**src/rtl/uart_prog_loader.sv**
```systemverilog
// rtl/uart_prog_loader.sv - UART-loaded program memory that gates CPU reset until a checksummed image is in place
// Optional macro LOADER_ACK_EN: adds uart_tx and an 8N1 transmitter that answers ACK (06) on load success, NAK (15) on error.
module uart_prog_loader #(
  parameter int         CLKS_PER_BIT = 434,
  parameter int         DEPTH        = 256,
  parameter logic [7:0] SYNC_BYTE    = 8'hA5
) (
  input  logic        clk,
  input  logic        sync_rst,
  input  logic        uart_rx,
  input  logic [15:0] read_pos,
  output logic [7:0]  data,
  output logic        cpu_rst_n,
  output logic        load_busy,
  output logic        load_err,
`ifdef LOADER_ACK_EN
  output logic        uart_tx,
`endif
  output logic [15:0] load_len
);

  localparam int              AW        = (DEPTH > 1) ? $clog2(DEPTH) : 1;
  localparam int              CW        = $clog2(CLKS_PER_BIT + 1);
  localparam logic [CW-1:0]   BIT_LAST  = CW'(CLKS_PER_BIT - 1);
  localparam logic [CW-1:0]   HALF_LAST = CW'(CLKS_PER_BIT / 2 - 1);
  localparam logic [CW-1:0]   CNT_ONE   = CW'(1);
  localparam logic [16:0]     DEPTH_W   = 17'(DEPTH);

  typedef enum logic [1:0] {RX_IDLE, RX_START, RX_DATA, RX_STOP} rx_state_t;
  typedef enum logic [2:0] {L_IDLE, L_LEN_HI, L_LEN_LO, L_DATA, L_CSUM, L_DONE, L_ERROR} ld_state_t;

  // Receiver state
  logic          r_rx_meta, r_rx_sync;
  rx_state_t     r_rx_state, w_rx_state_nxt;
  logic [CW-1:0] r_rx_cnt, w_rx_cnt_nxt;
  logic [2:0]    r_rx_bit, w_rx_bit_nxt;
  logic [7:0]    r_rx_shift, w_rx_shift_nxt;
  logic          r_rx_valid, w_rx_valid_nxt;
  logic          r_rx_ferr, w_rx_ferr_nxt;

  // Loader state
  ld_state_t     r_state, w_state_nxt;
  logic [15:0]   r_len, w_len_nxt;
  logic [15:0]   r_count, w_count_nxt;
  logic [7:0]    r_sum, w_sum_nxt;
  logic [15:0]   r_load_len, w_load_len_nxt;
  logic [15:0]   w_len_full;
  logic          w_mem_we;

  logic [7:0]    r_mem [DEPTH];

  // Two-flop synchronizer; idles high so reset does not look like a start bit
  always_ff @(posedge clk or negedge sync_rst) begin
    if (!sync_rst) begin
      r_rx_meta <= 1'b1;
      r_rx_sync <= 1'b1;
    end else begin
      r_rx_meta <= uart_rx;
      r_rx_sync <= r_rx_meta;
    end
  end

  // Receiver state register
  always_ff @(posedge clk or negedge sync_rst) begin
    if (!sync_rst) begin
      r_rx_state <= RX_IDLE;
      r_rx_cnt   <= '0;
      r_rx_bit   <= '0;
      r_rx_shift <= '0;
      r_rx_valid <= 1'b0;
      r_rx_ferr  <= 1'b0;
    end else begin
      r_rx_state <= w_rx_state_nxt;
      r_rx_cnt   <= w_rx_cnt_nxt;
      r_rx_bit   <= w_rx_bit_nxt;
      r_rx_shift <= w_rx_shift_nxt;
      r_rx_valid <= w_rx_valid_nxt;
      r_rx_ferr  <= w_rx_ferr_nxt;
    end
  end

  // Receiver next state: mid-bit sampling, glitch rejection on the start bit, LSB-first shift
  always_comb begin
    w_rx_state_nxt = r_rx_state;
    w_rx_cnt_nxt   = r_rx_cnt;
    w_rx_bit_nxt   = r_rx_bit;
    w_rx_shift_nxt = r_rx_shift;
    w_rx_valid_nxt = 1'b0;
    w_rx_ferr_nxt  = 1'b0;
    case (r_rx_state)
      RX_IDLE: begin
        if (!r_rx_sync) begin
          w_rx_state_nxt = RX_START;
          w_rx_cnt_nxt   = '0;
        end
      end
      RX_START: begin
        if (r_rx_cnt == HALF_LAST) begin
          w_rx_cnt_nxt = '0;
          if (r_rx_sync) begin
            w_rx_state_nxt = RX_IDLE;
          end else begin
            w_rx_state_nxt = RX_DATA;
            w_rx_bit_nxt   = '0;
          end
        end else begin
          w_rx_cnt_nxt = r_rx_cnt + CNT_ONE;
        end
      end
      RX_DATA: begin
        if (r_rx_cnt == BIT_LAST) begin
          w_rx_cnt_nxt   = '0;
          w_rx_shift_nxt = {r_rx_sync, r_rx_shift[7:1]};
          if (r_rx_bit == 3'd7) begin
            w_rx_state_nxt = RX_STOP;
          end else begin
            w_rx_bit_nxt = r_rx_bit + 3'd1;
          end
        end else begin
          w_rx_cnt_nxt = r_rx_cnt + CNT_ONE;
        end
      end
      RX_STOP: begin
        if (r_rx_cnt == BIT_LAST) begin
          w_rx_cnt_nxt   = '0;
          w_rx_state_nxt = RX_IDLE;
          if (r_rx_sync) begin
            w_rx_valid_nxt = 1'b1;
          end else begin
            w_rx_ferr_nxt = 1'b1;
          end
        end else begin
          w_rx_cnt_nxt = r_rx_cnt + CNT_ONE;
        end
      end
      default: w_rx_state_nxt = RX_IDLE;
    endcase
  end

  assign w_len_full = {r_len[15:8], r_rx_shift};

  // Loader state register
  always_ff @(posedge clk or negedge sync_rst) begin
    if (!sync_rst) begin
      r_state    <= L_IDLE;
      r_len      <= '0;
      r_count    <= '0;
      r_sum      <= '0;
      r_load_len <= '0;
    end else begin
      r_state    <= w_state_nxt;
      r_len      <= w_len_nxt;
      r_count    <= w_count_nxt;
      r_sum      <= w_sum_nxt;
      r_load_len <= w_load_len_nxt;
    end
  end

  // Loader next state: frame parsing, length bound, running checksum
  always_comb begin
    w_state_nxt    = r_state;
    w_len_nxt      = r_len;
    w_count_nxt    = r_count;
    w_sum_nxt      = r_sum;
    w_load_len_nxt = r_load_len;
    w_mem_we       = 1'b0;
    case (r_state)
      L_IDLE, L_DONE, L_ERROR: begin
        if (r_rx_valid && (r_rx_shift == SYNC_BYTE)) begin
          w_state_nxt = L_LEN_HI;
        end
      end
      L_LEN_HI: begin
        if (r_rx_ferr) begin
          w_state_nxt = L_ERROR;
        end else if (r_rx_valid) begin
          w_len_nxt   = {r_rx_shift, r_len[7:0]};
          w_state_nxt = L_LEN_LO;
        end
      end
      L_LEN_LO: begin
        if (r_rx_ferr) begin
          w_state_nxt = L_ERROR;
        end else if (r_rx_valid) begin
          w_len_nxt   = w_len_full;
          w_count_nxt = '0;
          w_sum_nxt   = '0;
          if ({1'b0, w_len_full} > DEPTH_W) begin
            w_state_nxt = L_ERROR;
          end else if (w_len_full == 16'd0) begin
            w_state_nxt = L_CSUM;
          end else begin
            w_state_nxt = L_DATA;
          end
        end
      end
      L_DATA: begin
        if (r_rx_ferr) begin
          w_state_nxt = L_ERROR;
        end else if (r_rx_valid) begin
          w_mem_we    = 1'b1;
          w_sum_nxt   = r_sum + r_rx_shift;
          w_count_nxt = r_count + 16'd1;
          if ((r_count + 16'd1) == r_len) begin
            w_state_nxt = L_CSUM;
          end
        end
      end
      L_CSUM: begin
        if (r_rx_ferr) begin
          w_state_nxt = L_ERROR;
        end else if (r_rx_valid) begin
          if (r_rx_shift == r_sum) begin
            w_state_nxt    = L_DONE;
            w_load_len_nxt = r_len;
          end else begin
            w_state_nxt = L_ERROR;
          end
        end
      end
      default: w_state_nxt = L_IDLE;
    endcase
  end

  // Program memory write port; contents intentionally survive reset
  always_ff @(posedge clk) begin
    if (w_mem_we) begin
      r_mem[r_count[AW-1:0]] <= r_rx_shift;
    end
  end

  // Out-of-range fetches return the halt opcode so a runaway CPU stops
  assign data      = ({1'b0, read_pos} < DEPTH_W) ? r_mem[read_pos[AW-1:0]] : 8'h1F;
  assign cpu_rst_n = (r_state == L_DONE);
  assign load_busy = (r_state == L_LEN_HI) || (r_state == L_LEN_LO) ||
                     (r_state == L_DATA)   || (r_state == L_CSUM);
  assign load_err  = (r_state == L_ERROR);
  assign load_len  = r_load_len;

`ifdef LOADER_ACK_EN
  logic          r_tx_busy;
  logic [9:0]    r_tx_shift;
  logic [CW-1:0] r_tx_cnt;
  logic [3:0]    r_tx_bit;
  logic          w_tx_start;
  logic [7:0]    w_tx_byte;

  assign w_tx_start = ((w_state_nxt == L_DONE)  && (r_state != L_DONE)) ||
                      ((w_state_nxt == L_ERROR) && (r_state != L_ERROR));
  assign w_tx_byte  = (w_state_nxt == L_DONE) ? 8'h06 : 8'h15;

  // Reply transmitter; a byte in flight always completes, a result arriving meanwhile is dropped
  always_ff @(posedge clk or negedge sync_rst) begin
    if (!sync_rst) begin
      r_tx_busy  <= 1'b0;
      r_tx_shift <= '1;
      r_tx_cnt   <= '0;
      r_tx_bit   <= '0;
    end else if (!r_tx_busy) begin
      if (w_tx_start) begin
        r_tx_busy  <= 1'b1;
        r_tx_shift <= {1'b1, w_tx_byte, 1'b0};
        r_tx_cnt   <= '0;
        r_tx_bit   <= '0;
      end
    end else if (r_tx_cnt == BIT_LAST) begin
      r_tx_cnt   <= '0;
      r_tx_shift <= {1'b1, r_tx_shift[9:1]};
      if (r_tx_bit == 4'd9) begin
        r_tx_busy <= 1'b0;
      end else begin
        r_tx_bit <= r_tx_bit + 4'd1;
      end
    end else begin
      r_tx_cnt <= r_tx_cnt + CNT_ONE;
    end
  end

  assign uart_tx = r_tx_busy ? r_tx_shift[0] : 1'b1;
`endif

endmodule

```
**config.mk**
```make
export PLATFORM = sky130hd
export DESIGN_NAME = uart_prog_loader
export DESIGN_NICKNAME = d
export VERILOG_FILES = /design/src/rtl/uart_prog_loader.sv
export SDC_FILE = /design/constraint.sdc
export NUM_CORES = 2
export LEC_CHECK = 0
export BUFFER_PORTS_ARGS = -buffer_cell sky130_fd_sc_hd__buf_2
export CAP_MARGIN = 40
export CELL_PAD_IN_SITES_DETAIL_PLACEMENT = 1
export CELL_PAD_IN_SITES_GLOBAL_PLACEMENT = 1
export CORE_ASPECT_RATIO = 1.5
export CORE_MARGIN = 5
export CORE_UTILIZATION = 56
export DETAILED_ROUTE_END_ITERATION = 10
export PLACE_DENSITY = 0.81
export SYNTH_ARGS = -nofsm -noshare
export SYNTH_HDL_FRONTEND = slang
export SYNTH_SLANG_ARGS = --single-unit
export TNS_END_PERCENT = 30
```
**constraint.sdc**
```tcl
create_clock -name clk -period 7.48 [get_ports clk]
set_clock_uncertainty 0.1 [all_clocks]
set_input_delay 0.374 -clock clk [delete_from_list [all_inputs] [get_ports clk]]
set_output_delay 0.374 -clock clk [all_outputs]
set_load 0.05 [all_outputs]
```
==> impl_metrics.tcl <==
set metrics [dict create \
    status "complete, but fails checks" \
    violations "slew limit" \
    grt_pass1_vias 46800 \
    p_leak_nw 23.8 \
    die_y_um 484 \
    synth_top_family_by_area "multiplexers" \
    period_share_pct 67.4 \
    ys_seq_elements 2133 \
    cts_tree "done" \
    vias 44400 \
    grt_pass1_wl_mm 345 \
    port_buffers 45 \
    ant_nets 0 \
    first_pass_iters 6 \
    fin_util_pct 62.1 \
    io_pins 46 \
    hpwl_mm 149 \
    endpoint_kind "primary output" \
    cts_setup_buffers 0 \
    arrival_ps 4560 \
    yosys-mux-area-fraction_pct 15.1 \
    start_kind "input port" \
    crit_path_max_fanout 38 \
    core_um2 150000 \
    place_ws_ps 2430 \
    slew_headroom_pct -7.39 \
    ys_types 71 \
    routabilityCongestion 0.873 \
    antenna_found_initial 11 \
    synth-compound-area-share_pct 3.10 \
    start_util_pct 56.1 \
    max-cap-violations 0 \
    cts_buffers 187 \
    path_class "in2out" \
    yosys-top-cells-area "edfxtp_1, mux4_2, dfrtp_1" \
    fin_ws_ps 2440 \
    synth_warnings 0 \
    min_path_type "in2reg" \
    clock_path_buffers 3 \
    die_area_um2 158000 \
    clk_latency_ps 840 \
    power-per-cell-area_nw_per_um2 251 \
    syn_area_um2 84000 \
    grt_max_degree 213 \
    wl_per_cell_um 37.8 \
    syn_to_final_growth_pct 10.6 \
    synth_top_cell_area_share_pct 73.2 \
    ys_seq_area_share_pct 75.8 \
    synth_area_per_cell_um2 20.3 \
    drtIter0Drc 5924 \
    path_clk_slew_ps 60 \
    drive_gt1_share_pct 23.1 \
    yosys.area_share.simple_pct 3.76 \
    finalPower_mw 23.3 \
    setup_viol_count_final 0 \
    synth_top_area_cell "edfxtp_1" \
    synth-xor-area-share_pct 0.323 \
    synth_flop_cell "edfxtp_1" \
    rsz0062_at_grt "false" \
    drv_slew 128 \
    nets 4280 \
    vias_per_cell 7.01 \
    num_rows 174 \
    cts.sinks 2133 \
    root_buffer "clkbuf_16" \
    wl_mm 240 \
    postSynth.asyncResetShare_pct 3.98 \
    tns_ps 0 \
    worst_pin_slew_ps 1610 \
    synth-adder-area-share_pct 0.262 \
    period_needed_ps 5040 \
    synth_cells 4143 \
    die_x_um 326 \
    synth.net_count 4179 \
    maxClockFrequency_mhz 198 \
    grt-ovfl-total 0 \
    final_hold_viol_count 0 \
    grt_usage_pct 30.5 \
    h-tree-depth 4 \
    drcViolationCount 0 \
    required_ps 7010 \
    vdd_drop_max_v 0.000218 \
    synth-edff-count 2048 \
]
## stage by stage
stage | area (um^2) | std cells | hold WS, ps
6_report | 92900 | 6337 | 100
4_1_cts | 92800 | 6325 | 46.8
3_3_place_gp | 86000 | 5950 | 148
3_5_place_dp | 86600 | 5977 | 148
5_1_grt | 92900 | 6336 | 92.8
2_1_floorplan | 84000 | 4143 | -21.6
## Yosys cell counts (16+ instances only)
| cell type | count |
|---|---|
| xnor2_1 | 20 |
| edfxtp_1 | 2048 |
| buf_2 | 56 |
| nand2b_1 | 18 |
| a22oi_1 | 20 |
| mux4_2 | 476 |
| a22o_1 | 21 |
| a211oi_1 | 40 |
| o21ai_0 | 69 |
| nor3_1 | 33 |
| nor2_1 | 327 |
| clkbuf_1 | 105 |
| mux2_2 | 73 |
| dfrtp_1 | 83 |
| a21oi_1 | 27 |
| ha_1 | 16 |
| buf_4 | 39 |
| nand2_1 | 131 |
| nor4_1 | 22 |
| a221oi_1 | 20 |
| nor2b_1 | 28 |
| o22ai_1 | 113 |
| nand3_1 | 49 |
| mux2i_1 | 76 |
| buf_6 | 27 |
## layout make-up
cell class / instances / area (um^2)
Multi-Input combinational cell: 1757 / 18900
Antenna cell: 2 / 5.00
Tap cell: 1936 / 2420
Inverter: 10 / 37.5
Clock inverter: 113 / 1250
Clock buffer: 231 / 4930
Fill cell: 12100 / 56700
Timing Repair Buffer: 155 / 1630
Sequential cell: 2133 / 63700
## kinds of logic after synthesis
logic type / after synthesis
compound gates: 384
xor+xnor: 31
fa+ha+maj: 17
buf+inv: 253
flops: 2133
mux: 638
simple gates: 687
## repair_timing
item | 4_1_cts | 5_1_grt
hold buffers | 4 | 0
endpoints found under the hold margin | 84 | 0
gates resized for setup | 0 | 0
## final timing paths
check	from	endpoint	slack, ps	cells past startpoint
min in group asynchronous	sync_rst	r_sum[6]$_DFFE_PN0P_	490	4
worst max register to register	r_state[1]$_DFFE_PN0P_	r_mem[107][3]$_DFFE_PP_	2970	8
worst max-delay path	read_pos[4]	data[5]	2440	9
worst min-delay path	uart_rx	r_rx_meta$_DFF_PN1_	100	2
max in group asynchronous	sync_rst	r_count[3]$_DFFE_PN0P_	5670	4
worst min register to register	r_rx_meta$_DFF_PN1_	r_rx_sync$_DFF_PN1_	260	0
## where the power goes
part	leakage, nW	internal (mW)	switching [mW]
Combinational	5.56	0.176	0.349
Sequential	15.3	12.9	0.000422
Clock	2.99	5.48	4.46
Total	23.8	18.5	4.81
## cell usage in the layout, fill, tap and decap left out, types with 14 or more instances in the layout
cell       Yosys  final
edfxtp_1    2048   2048
mux4_2       476    476
nor2_1       327    326
clkbuf_16      0    190
nand2_1      131    117
o22ai_1      113    113
mux2i_1       76     76
dfrtp_1       83     75
mux2_2        73     73
buf_4         39     70
o21ai_0       69     69
nand3_1       49     49
a211oi_1      40     40
buf_2         56     40
clkbuf_1     105     39
nor3_1        33     33
clkinv_1       1     31
clkinv_2       0     29
a21oi_1       27     27
nor2b_1       28     26
nor4_1        22     22
bufinv_16      0     22
a22o_1        21     21
a221oi_1      20     20
a22oi_1       20     20
xnor2_1       20     20
nand2b_1      18     18
ha_1          16     16
buf_16         0     16
a31oi_1       15     15
nand4_1       15     15
buf_12         4     15
nand2_2        0     14
## registers in the layout, indices dropped and copies added, names as in the netlist, named ones only
register	cells
load_len	16
r_count	16
r_len	16
r_mem	2048
r_rx_bit	3
r_rx_cnt	9
r_rx_ferr	1
r_rx_meta	1
r_rx_shift	8
r_rx_state	1
r_rx_sync	1
r_rx_valid	1
r_state	3
r_sum	8
## per-layer routing
| layer | global-route usage [%] | share of wire, % |
|---|---|---|
| met3 | 6.00 | 8.6 |
| met2 | 51.8 | 51 |
| met5 | 0 | 0.023 |
| met1 | 35.9 | 32 |
| met4 | 19.0 | 7.9 |
## worst max-delay path, cell delays in order
cell      delay (ps)
buf_4            560
buf_4            610
nor2b_1          330
a221oi_1         650
nor3_1           150
a211oi_1         370
a31oi_1          300
a211oi_1         740
buf_2            390
No activity file was read; power rests on OpenSTA's default activity.
